--- config.mk ---
export PLATFORM = sky130hd
export DESIGN_NAME = vga_timing_gen
export DESIGN_NICKNAME = d
export VERILOG_FILES = /design/src/rtl/vga_timing_pkg.sv /design/src/rtl/vga_pattern_gen.sv /design/src/rtl/vga_timing_gen.sv
export SDC_FILE = /design/constraint.sdc
export NUM_CORES = 1
export LEC_CHECK = 0
export ABC_CLOCK_PERIOD_IN_PS = 5800
export CORE_ASPECT_RATIO = 0.7
export CORE_MARGIN = 2
export CORE_UTILIZATION = 55
export DETAILED_ROUTE_END_ITERATION = 8
export HOLD_SLACK_MARGIN = 0.02
export PLACE_DENSITY = 0.83
export SLEW_MARGIN = 20
export SYNTH_ARGS = -nofsm -noshare
export SYNTH_HDL_FRONTEND = slang
export SYNTH_SLANG_ARGS = --single-unit
--- constraint.sdc ---
create_clock -name clk -period 5.8 [get_ports clk]
set_input_delay 1.45 -clock clk [delete_from_list [all_inputs] [get_ports clk]]
set_output_delay 1.45 -clock clk [all_outputs]
set_load 0.01 [all_outputs]
--- src/rtl/vga_timing_pkg.sv ---
// rtl/vga_timing_pkg.sv - shared 640x480 timing constants, bus layout and pattern encodings
//
// Purpose: constants shared by the raster timing generator and the downstream
// TinyVGA colour-mixing stage.
//   VGA_*          default 640x480@60 timing and derived totals
//   BUS_*          bit positions inside the packed 8-bit TinyVGA bus
//   pattern_e      test-pattern select encodings
//   rgb_t          6-bit RRGGBB colour
//   pack_bus()     places colour and sync bits into the TinyVGA bus order
package vga_timing_pkg;

  localparam int unsigned VGA_H_ACTIVE = 640;
  localparam int unsigned VGA_H_FP     = 16;
  localparam int unsigned VGA_H_SYNC   = 96;
  localparam int unsigned VGA_H_BP     = 48;
  localparam int unsigned VGA_H_TOTAL  = VGA_H_ACTIVE + VGA_H_FP + VGA_H_SYNC + VGA_H_BP;

  localparam int unsigned VGA_V_ACTIVE = 480;
  localparam int unsigned VGA_V_FP     = 10;
  localparam int unsigned VGA_V_SYNC   = 2;
  localparam int unsigned VGA_V_BP     = 33;
  localparam int unsigned VGA_V_TOTAL  = VGA_V_ACTIVE + VGA_V_FP + VGA_V_SYNC + VGA_V_BP;

  localparam bit          VGA_SYNC_POL = 1'b0;
  localparam int unsigned VGA_FRAME_W  = 8;
  localparam int unsigned POS_W        = 10;

  // TinyVGA bus: {R1,G1,B1,vsync,R0,G0,B0,hsync}
  localparam int unsigned BUS_HSYNC = 0;
  localparam int unsigned BUS_B0    = 1;
  localparam int unsigned BUS_G0    = 2;
  localparam int unsigned BUS_R0    = 3;
  localparam int unsigned BUS_VSYNC = 4;
  localparam int unsigned BUS_B1    = 5;
  localparam int unsigned BUS_G1    = 6;
  localparam int unsigned BUS_R1    = 7;

  typedef enum logic [1:0] {
    PAT_BLACK = 2'd0,
    PAT_BARS  = 2'd1,
    PAT_CHECK = 2'd2,
    PAT_GRAD  = 2'd3
  } pattern_e;

  typedef struct packed {
    logic [1:0] r;
    logic [1:0] g;
    logic [1:0] b;
  } rgb_t;

  function automatic logic [7:0] pack_bus(input rgb_t rgb, input logic hs, input logic vs);
    logic [7:0] bus;
    bus            = '0;
    bus[BUS_R1]    = rgb.r[1];
    bus[BUS_G1]    = rgb.g[1];
    bus[BUS_B1]    = rgb.b[1];
    bus[BUS_VSYNC] = vs;
    bus[BUS_R0]    = rgb.r[0];
    bus[BUS_G0]    = rgb.g[0];
    bus[BUS_B0]    = rgb.b[0];
    bus[BUS_HSYNC] = hs;
    return bus;
  endfunction

endpackage

--- src/rtl/vga_pattern_gen.sv ---
// rtl/vga_pattern_gen.sv - combinational test-pattern colour source
//
// Purpose: maps the current raster position, frame count and latched pattern
// to a 6-bit colour. Blanking is applied by the caller.
// Ports:
//   hpos       in   10        horizontal counter
//   vpos       in   10        vertical counter
//   frame_cnt  in   FRAME_W   completed-frame count (drives gradient scroll)
//   pattern    in   pattern_e selected pattern for this frame
//   rgb        out  rgb_t     RRGGBB colour
module vga_pattern_gen
  import vga_timing_pkg::*;
#(
  parameter int unsigned H_ACTIVE = VGA_H_ACTIVE,
  parameter int unsigned FRAME_W  = VGA_FRAME_W
) (
  input  logic [POS_W-1:0]   hpos,
  input  logic [POS_W-1:0]   vpos,
  input  logic [FRAME_W-1:0] frame_cnt,
  input  pattern_e           pattern,
  output rgb_t               rgb
);

  // Eight equal bars across the visible width.
  localparam int unsigned BAR_W = H_ACTIVE / 8;

  logic [2:0] bar_idx;
  logic [7:0] frame_lo;
  logic [7:0] grad_r;
  logic [7:0] grad_b;
  logic       unused_bits;

  assign bar_idx  = 3'(hpos / POS_W'(BAR_W));
  assign frame_lo = 8'(frame_cnt);
  // Only bits [7:6] of these sums matter, so 8-bit modular arithmetic is exact.
  assign grad_r   = hpos[7:0] + frame_lo;
  assign grad_b   = hpos[7:0] - frame_lo;

  assign unused_bits = ^{vpos[9:8], vpos[4:0], grad_r[5:0], grad_b[5:0]};

  always_comb begin
    rgb = '0;
    case (pattern)
      PAT_BLACK: rgb = '0;
      PAT_BARS:  rgb = {bar_idx[2], bar_idx[2], bar_idx[1], bar_idx[1], bar_idx[0], bar_idx[0]};
      PAT_CHECK: rgb = (hpos[5] ^ vpos[5]) ? 6'h3F : 6'h00;
      PAT_GRAD:  rgb = {grad_r[7:6], vpos[7:6], grad_b[7:6]};
      default:   rgb = '0;
    endcase
  end

endmodule

--- src/rtl/vga_timing_gen.sv ---
// rtl/vga_timing_gen.sv - free-running raster timing generator with test-pattern source
//
// Purpose: counts pixels/lines of a 640x480@60 raster, decodes sync and active
// window, and drives the packed TinyVGA bus with a selectable test pattern.
// Ports:
//   clk           in   1        pixel clock
//   rst_n         in   1        asynchronous active-low reset
//   en            in   1        pixel enable, all state advances only when 1
//   pattern_sel   in   2        pattern request, taken at each frame wrap
//   hpos, vpos    out  10       raster counters
//   frame_cnt     out  FRAME_W  completed-frame count, wraps
//   line_start    out  1        pulse with the output cycle of pixel 0 of a line
//   frame_start   out  1        pulse with the output cycle of pixel (0,0)
//   hsync, vsync  out  1        sync at SYNC_POL when asserted
//   video_active  out  1        inside the visible window
//   vga_bus       out  8        {R1,G1,B1,vsync,R0,G0,B0,hsync}
module vga_timing_gen
  import vga_timing_pkg::*;
#(
  parameter int unsigned H_ACTIVE = VGA_H_ACTIVE,
  parameter int unsigned H_FP     = VGA_H_FP,
  parameter int unsigned H_SYNC   = VGA_H_SYNC,
  parameter int unsigned H_BP     = VGA_H_BP,
  parameter int unsigned V_ACTIVE = VGA_V_ACTIVE,
  parameter int unsigned V_FP     = VGA_V_FP,
  parameter int unsigned V_SYNC   = VGA_V_SYNC,
  parameter int unsigned V_BP     = VGA_V_BP,
  parameter bit          SYNC_POL = VGA_SYNC_POL,
  parameter int unsigned FRAME_W  = VGA_FRAME_W
) (
  input  logic               clk,
  input  logic               rst_n,
  input  logic               en,
  input  logic [1:0]         pattern_sel,
  output logic [POS_W-1:0]   hpos,
  output logic [POS_W-1:0]   vpos,
  output logic [FRAME_W-1:0] frame_cnt,
  output logic               line_start,
  output logic               frame_start,
  output logic               hsync,
  output logic               vsync,
  output logic               video_active,
  output logic [7:0]         vga_bus
);

  localparam int unsigned H_TOTAL = H_ACTIVE + H_FP + H_SYNC + H_BP;
  localparam int unsigned V_TOTAL = V_ACTIVE + V_FP + V_SYNC + V_BP;

  localparam logic [POS_W-1:0] H_LAST   = POS_W'(H_TOTAL - 1);
  localparam logic [POS_W-1:0] V_LAST   = POS_W'(V_TOTAL - 1);
  localparam logic [POS_W-1:0] V_END    = POS_W'(V_TOTAL);
  localparam logic [POS_W-1:0] H_VIS    = POS_W'(H_ACTIVE);
  localparam logic [POS_W-1:0] V_VIS    = POS_W'(V_ACTIVE);
  localparam logic [POS_W-1:0] HS_FIRST = POS_W'(H_ACTIVE + H_FP);
  localparam logic [POS_W-1:0] HS_END   = POS_W'(H_ACTIVE + H_FP + H_SYNC);
  localparam logic [POS_W-1:0] VS_FIRST = POS_W'(V_ACTIVE + V_FP);
  localparam logic [POS_W-1:0] VS_END   = POS_W'(V_ACTIVE + V_FP + V_SYNC);

  pattern_e         pat_q;
  logic             h_wrap;
  logic             v_last;
  logic             v_oob;
  logic             frame_wrap;
  logic [POS_W-1:0] hpos_nxt;
  logic [POS_W-1:0] vpos_nxt;
  logic             active_d;
  logic             hs_on;
  logic             vs_on;
  logic             hs_lvl;
  logic             vs_lvl;
  rgb_t             rgb_d;
  rgb_t             rgb_vis;

  vga_pattern_gen #(
    .H_ACTIVE (H_ACTIVE),
    .FRAME_W  (FRAME_W)
  ) u_pattern (
    .hpos      (hpos),
    .vpos      (vpos),
    .frame_cnt (frame_cnt),
    .pattern   (pat_q),
    .rgb       (rgb_d)
  );

  always_comb begin
    // ">=" rather than "==" so a corrupted counter falls back to 0 on the next step.
    h_wrap     = (hpos >= H_LAST);
    v_last     = (vpos >= V_LAST);
    v_oob      = (vpos >= V_END);
    frame_wrap = h_wrap && v_last;

    hpos_nxt = h_wrap ? '0 : hpos + POS_W'(1);
    if (v_oob) begin
      vpos_nxt = '0;
    end else if (h_wrap) begin
      vpos_nxt = v_last ? '0 : vpos + POS_W'(1);
    end else begin
      vpos_nxt = vpos;
    end

    active_d = (hpos < H_VIS) && (vpos < V_VIS);
    hs_on    = (hpos >= HS_FIRST) && (hpos < HS_END);
    vs_on    = (vpos >= VS_FIRST) && (vpos < VS_END);
    hs_lvl   = hs_on ? SYNC_POL : ~SYNC_POL;
    vs_lvl   = vs_on ? SYNC_POL : ~SYNC_POL;
    rgb_vis  = active_d ? rgb_d : '0;
  end

  always_ff @(posedge clk or negedge rst_n) begin
    if (!rst_n) begin
      hpos         <= '0;
      vpos         <= '0;
      frame_cnt    <= '0;
      pat_q        <= PAT_BLACK;
      line_start   <= 1'b0;
      frame_start  <= 1'b0;
      hsync        <= ~SYNC_POL;
      vsync        <= ~SYNC_POL;
      video_active <= 1'b0;
      vga_bus      <= pack_bus('0, ~SYNC_POL, ~SYNC_POL);
    end else begin
      line_start  <= 1'b0;
      frame_start <= 1'b0;
      if (en) begin
        hpos <= hpos_nxt;
        vpos <= vpos_nxt;
        if (frame_wrap) begin
          frame_cnt <= frame_cnt + FRAME_W'(1);
          // New pattern only takes effect from pixel (0,0) of the next frame.
          pat_q     <= pattern_e'(pattern_sel);
        end
        // Outputs are the decode of the pre-increment position, one enabled cycle behind.
        line_start   <= (hpos == '0);
        frame_start  <= (hpos == '0) && (vpos == '0);
        hsync        <= hs_lvl;
        vsync        <= vs_lvl;
        video_active <= active_d;
        vga_bus      <= pack_bus(rgb_vis, hs_lvl, vs_lvl);
      end
    end
  end

endmodule

== Yosys cells after proc, flatten, opt, wreduce, memory -nomap -nowiden ==
Cells that the tools add are included.
Operators by class
  add/sub/neg operators: 5
  div/mod/pow operators: 1
  order comparisons: 9
  equal/unequal tests: 3
  muxes and demuxes: 11
  bitwise logic cells: 1
  reduce and logical (&&, ||, !) cells: 11
Operators with widths (count)
  10-bit greater-or-equal comparator, second input constant: 4
  10-bit 2-to-1 mux: 4
  6-bit one-hot mux with 4 select lines: 1
  10-bit by 1-bit adder with 10-bit output, second input constant: 2
  10-bit zero test: 2
  10-bit less-than comparator, second input constant: 2
  10-bit by 9-bit less-than comparator with 1-bit output, second input constant: 2
  6-bit 2-to-1 mux: 2
  10-bit by 7-bit divider with 10-bit output, second input constant: 1
  10-bit by 9-bit greater-or-equal comparator with 1-bit output, second input constant: 1
  8-bit by 1-bit adder with 8-bit output, second input constant: 1
  8-bit adder: 1
  8-bit subtractor: 1
  1-bit logical AND: 5
  2-bit equality test, second input constant: 2
  1-bit 2-to-1 mux: 4
  2-bit AND reduction: 2
  2-bit by 1-bit equality test with 1-bit output, second input constant: 1
  2-bit zero test: 1
  2-bit nonzero test: 1
  1-bit bitwise XOR: 1
Storage, ports and cells
  flip-flop bits (word level): 43
  input port bits: 5
  logic and storage cells: 51

== Longest topological paths before layout ==
  depth in word-level cells: 4
  gate-level depth with buffers: 8
  gate-level depth less buffers: 7

== By module ==
Synthesis repeated with hierarchy kept, for this count alone.
Unflattened totals
  cell total of the unflattened synthesis: 309
  area, all modules: 2775.2 µm²
Modules (own cells, without submodules)
  vga_timing_gen: times used 1, cells each 216, area each 2142.1 µm², seq. area each 1028.5 µm²
  vga_pattern_gen: times used 1, cells each 93, area each 633.1 µm², seq. area each 0.0 µm²

== Worst setup path before layout ==
No wires, ideal clock.
  path type: input-to-reg
  from: input port en
  to: register vpos[7]
  setup time: 95 ps
  arrival: 2879 ps
  slack: 2826 ps
  stages on the path: 7
  cells stage by stage: clkbuf_1 -> inv_1 -> a211oi_2 -> a31oi_1 -> or2_2 -> buf_2 -> o31ai_1
Between the ends
  longest elaborated chain between the ends: 1
RTL lines
  start, declared: RTL line vga_timing_gen.sv:33  | input logic en,
  2-bit AND reduction (no source line)
  end signal, assigned: RTL line vga_timing_gen.sv:126  | vpos <= vpos_nxt;
  end, declared: RTL line vga_timing_gen.sv:36  | output logic [POS_W-1:0] vpos,
Every way passes these cells.
A chain may end at the register's enable or synchronous reset.

== Worst setup path in the final report ==
  from: input port en
  to: register vpos[8]
The elaborated chain is that of the path after synthesis.

==> impl_metrics.yaml <==
outcome:
  outcome: "complete, no violations"
layout:
  drive_gt1_frac: 0.0621
  antenna_cells: 0
  syn_to_final_growth_pct: 20.1
  final_net_count: 345
sta:
  fmax_mhz: 254
  maxSlewHeadroom: 0.408
  finalCritPeriodShare: 0.679
  setup_viol: 0
  hold_viol_final: 0
  worst_slew_pin_slew_ns: 0.889
  setup_tns_ns: 0
  fin_crit_ns: 3.94
  rsz0062_at_grt: "false"
  whs_ns: 0.491
  fin_worst_skew_ns: 0.00685
  slew_violations: 0
setup_path:
  cp-end-kind: "flop"
  cp_cell_sequence: "clkdlybuf4s50_1, inv_1, a211oi_2, a31oi_1, or2_2, o31ai_1"
  cp_slowest_cell: "clkdlybuf4s50_1"
  timing.rr.start: "vpos[7]$_DFFE_PN0P_"
  max_stage_delay_ns: 0.88
  cp_max_fo: 18
  worstSetupEndpoint: "vpos[8]$_DFFE_PN0P_"
  reg2reg_depth: 5
  rr_endpoint: "vpos[2]$_DFFE_PN0P_"
  path_delay_family: "buffers and inverters"
  critPathLaunch: "en"
  r2r_setup_slack_ns: 3.20
  cp_num_cells: 6
  timing.critical_path.buf_inv: 2
  arrival_ns: 4.14
  start_kind: "input port"
  required_ns: 6.00
  critPathKind: "in -> reg"
clock_tree:
  cts.sinks: 41
  post_cts_resized: 0
  clock_latency_ns: 0.29
  cts_tree: "done"
  numCtsBuffers: 5
  cts_hold_buf: 0
  root_buffer: "clkbuf_8"
  cts.path.max_buffers: 2
  postCtsSetupBuffers: 0
  clk_pin_slew_ns: 0.08
  htree_levels: 2
logic_synthesis:
  synth_compound_area_frac: 0.178
  synthSimpleGateAreaFrac: 0.209
  synth-xor-area-share: 0.0561
  synth_top_family_by_area: "simple AND/OR/NAND/NOR gates"
  synthMuxAreaShare: 0.0137
  ys_ff_latch: 41
  synth_cell_types: 57
  ys_seq_area_frac: 0.388
  synth_ff_type: "dfrtp_1"
  avgSynthCellArea_um2: 9.27
  ys_async_sr_fraction: 1.00
  yosys_warnings: 0
  synth_cells: 286
  synth_edf_count: 0
  syn_nets: 310
  synthAdderAreaFrac: 0.0896
  syn-cell-area_um2: 2650
drt:
  wl_per_cell_um: 16.1
  drt-initial-drc-count: 206
  wirelength_um: 6100
  ant_nets: 0
  drc: 0
  dr.pass1.iters: 4
  wl_met3_um: 379
  vias_per_cell: 5.96
  wl_met2_um: 2680
  num_vias: 2259
  top_layer: "met4"
  met1_length_um: 2980
floorplanning:
  pin_count: 46
  num_rows: 21
  start_util: 0.564
  core_area_um2: 4700
  die_x_um: 87.0
  die_h_um: 62.1
  die_area_um2: 5400
global_route:
  grt_pass1_vias: 2065
  grt-ovfl-total: 0
  grt_pass1_wl_um: 9990
  grt_antenna_before_repair: 0
  grt_use_total: 0.235
  grt_max_degree: 42
pwr:
  p_per_area_nw_per_um2: 357
  switchingPower_mw: 0.434
  p_int_mw: 0.704
  seqPwrFrac: 0.409
  peakVddDrop_uv: 195
  pwr-share-comb: 0.382
  power_frac_clock: 0.209
  swShare: 0.381
  p_leak_nw: 1.35
placement:
  portBuffers: 45
  place.gp.congestion: 0.815
  dp.final_hpwl_um: 4390
flow_run:
  max_cap_viol_count: 0
worst_hold_path:
  holdPathStages: 1
  min_path_type: "reg -> reg"
==> state kept, by name, indices dropped and copies added (netlist names) <==
name,flops
pat_q,2
vpos,10
line_start,1
video_active,1
frame_start,1
vga_bus,8
frame_cnt,8
hpos,10
==> power by group through the flow <==
stage          Sequential, mW  Clock, mW  Combinational [mW]
2_1_floorplan           0.435          0               0.293
3_3_place_gp            0.465          0               0.421
3_5_place_dp            0.468          0               0.430
4_1_cts                 0.462      0.240               0.433
5_1_grt                 0.479      0.256               0.480
6_report                0.465      0.237               0.435
==> layout by cell type, fill, tap and decap left out, drive strengths merged, types with 4 or more instances in the layout <==
master / count
nand2: 14
nor3: 7
nand3: 13
ha: 19
a31oi: 6
a21oi: 5
nand2b: 10
dfrtp: 39
o21ai: 20
nor2b: 4
clkbuf: 7
clkdlybuf4s50: 44
nor2: 20
xor2: 5
inv: 20
nand4: 8
o31ai: 8
and3: 7
o221ai: 5
xnor2: 12
==> area by class of cell <==
class	instances	area, µm²
clock buffer	7	86.3
clock inverter	1	30.0
fill	350	1520
inverter	20	75.1
multi-input combinational	208	1450
sequential	41	1030
tap	57	71.3
timing repair buffer	45	445
==> cell usage after synthesis (5+ instances only) <==
master | n | area share
dfrtp_1 | 39 | 0.37
inv_1 | 20 | 0.028
nor2_1 | 20 | 0.028
o21ai_0 | 20 | 0.038
ha_1 | 19 | 0.090
nand2_1 | 14 | 0.020
nand3_1 | 13 | 0.025
xnor2_1 | 12 | 0.040
nand2b_1 | 10 | 0.024
clkbuf_1 | 8 | 0.011
nand4_1 | 8 | 0.019
o31ai_1 | 8 | 0.023
and3_1 | 7 | 0.017
nor3_1 | 7 | 0.013
a31oi_1 | 6 | 0.014
a21oi_1 | 5 | 0.0094
o221ai_1 | 5 | 0.017
xor2_1 | 5 | 0.017
==> metal layers <==
metal  track usage  vias up
met1         0.364     1078
met3        0.0519        9
li1              -     1097
met4        0.0801        0
met2         0.323       75
met5             0        -
==> worst min-delay path by stage <==
stage,from,to
after detailed placement,video_active$_DFFE_PN0P_,video_active$_DFFE_PN0P_
after floorplan,vga_bus[0]$_DFFE_PN1P_,vga_bus[0]$_DFFE_PN1P_
after global placement,video_active$_DFFE_PN0P_,video_active$_DFFE_PN0P_
after CTS,video_active$_DFFE_PN0P_,video_active$_DFFE_PN0P_
after global routing,video_active$_DFFE_PN0P_,video_active$_DFFE_PN0P_
final,video_active$_DFFE_PN0P_,video_active$_DFFE_PN0P_
==> stage by stage <==
| stage | setup WS (ns) | utilization | power [mW] | instances | cell area [µm²] |
|---|---|---|---|---|---|
| 2_1_floorplan | 2.83 | - | 0.728 | 286 | 2650 |
| 3_3_place_gp | 1.72 | 0.653 | 0.886 | 371 | 3070 |
| 3_5_place_dp | 1.61 | 0.653 | 0.898 | 371 | 3070 |
| 4_1_cts | 1.91 | 0.678 | 1.14 | 379 | 3190 |
| 5_1_grt | 1.57 | 0.678 | 1.22 | 379 | 3190 |
| 6_report | 1.86 | 0.678 | 1.14 | 379 | 3190 |
==> cells by family after synthesis <==
kind of cell | after synthesis
XOR/XNOR | 17
flip-flops | 41
AND/OR/NAND/NOR | 101
AO/OA/AOI/OAI | 68
multiplexers | 3
adder cells (fa/ha/maj) | 19
buffers and inverters | 37
==> worst reg2reg max path, cell delays in order, from the launching register on <==
cell and delay [ns]:
dfrtp_1 0.48, or4_4 0.58, a211o_2 0.27, a31oi_1 0.67
or2_2 0.34, o21ai_0 0.12
Power figures use the tool's default switching activity.
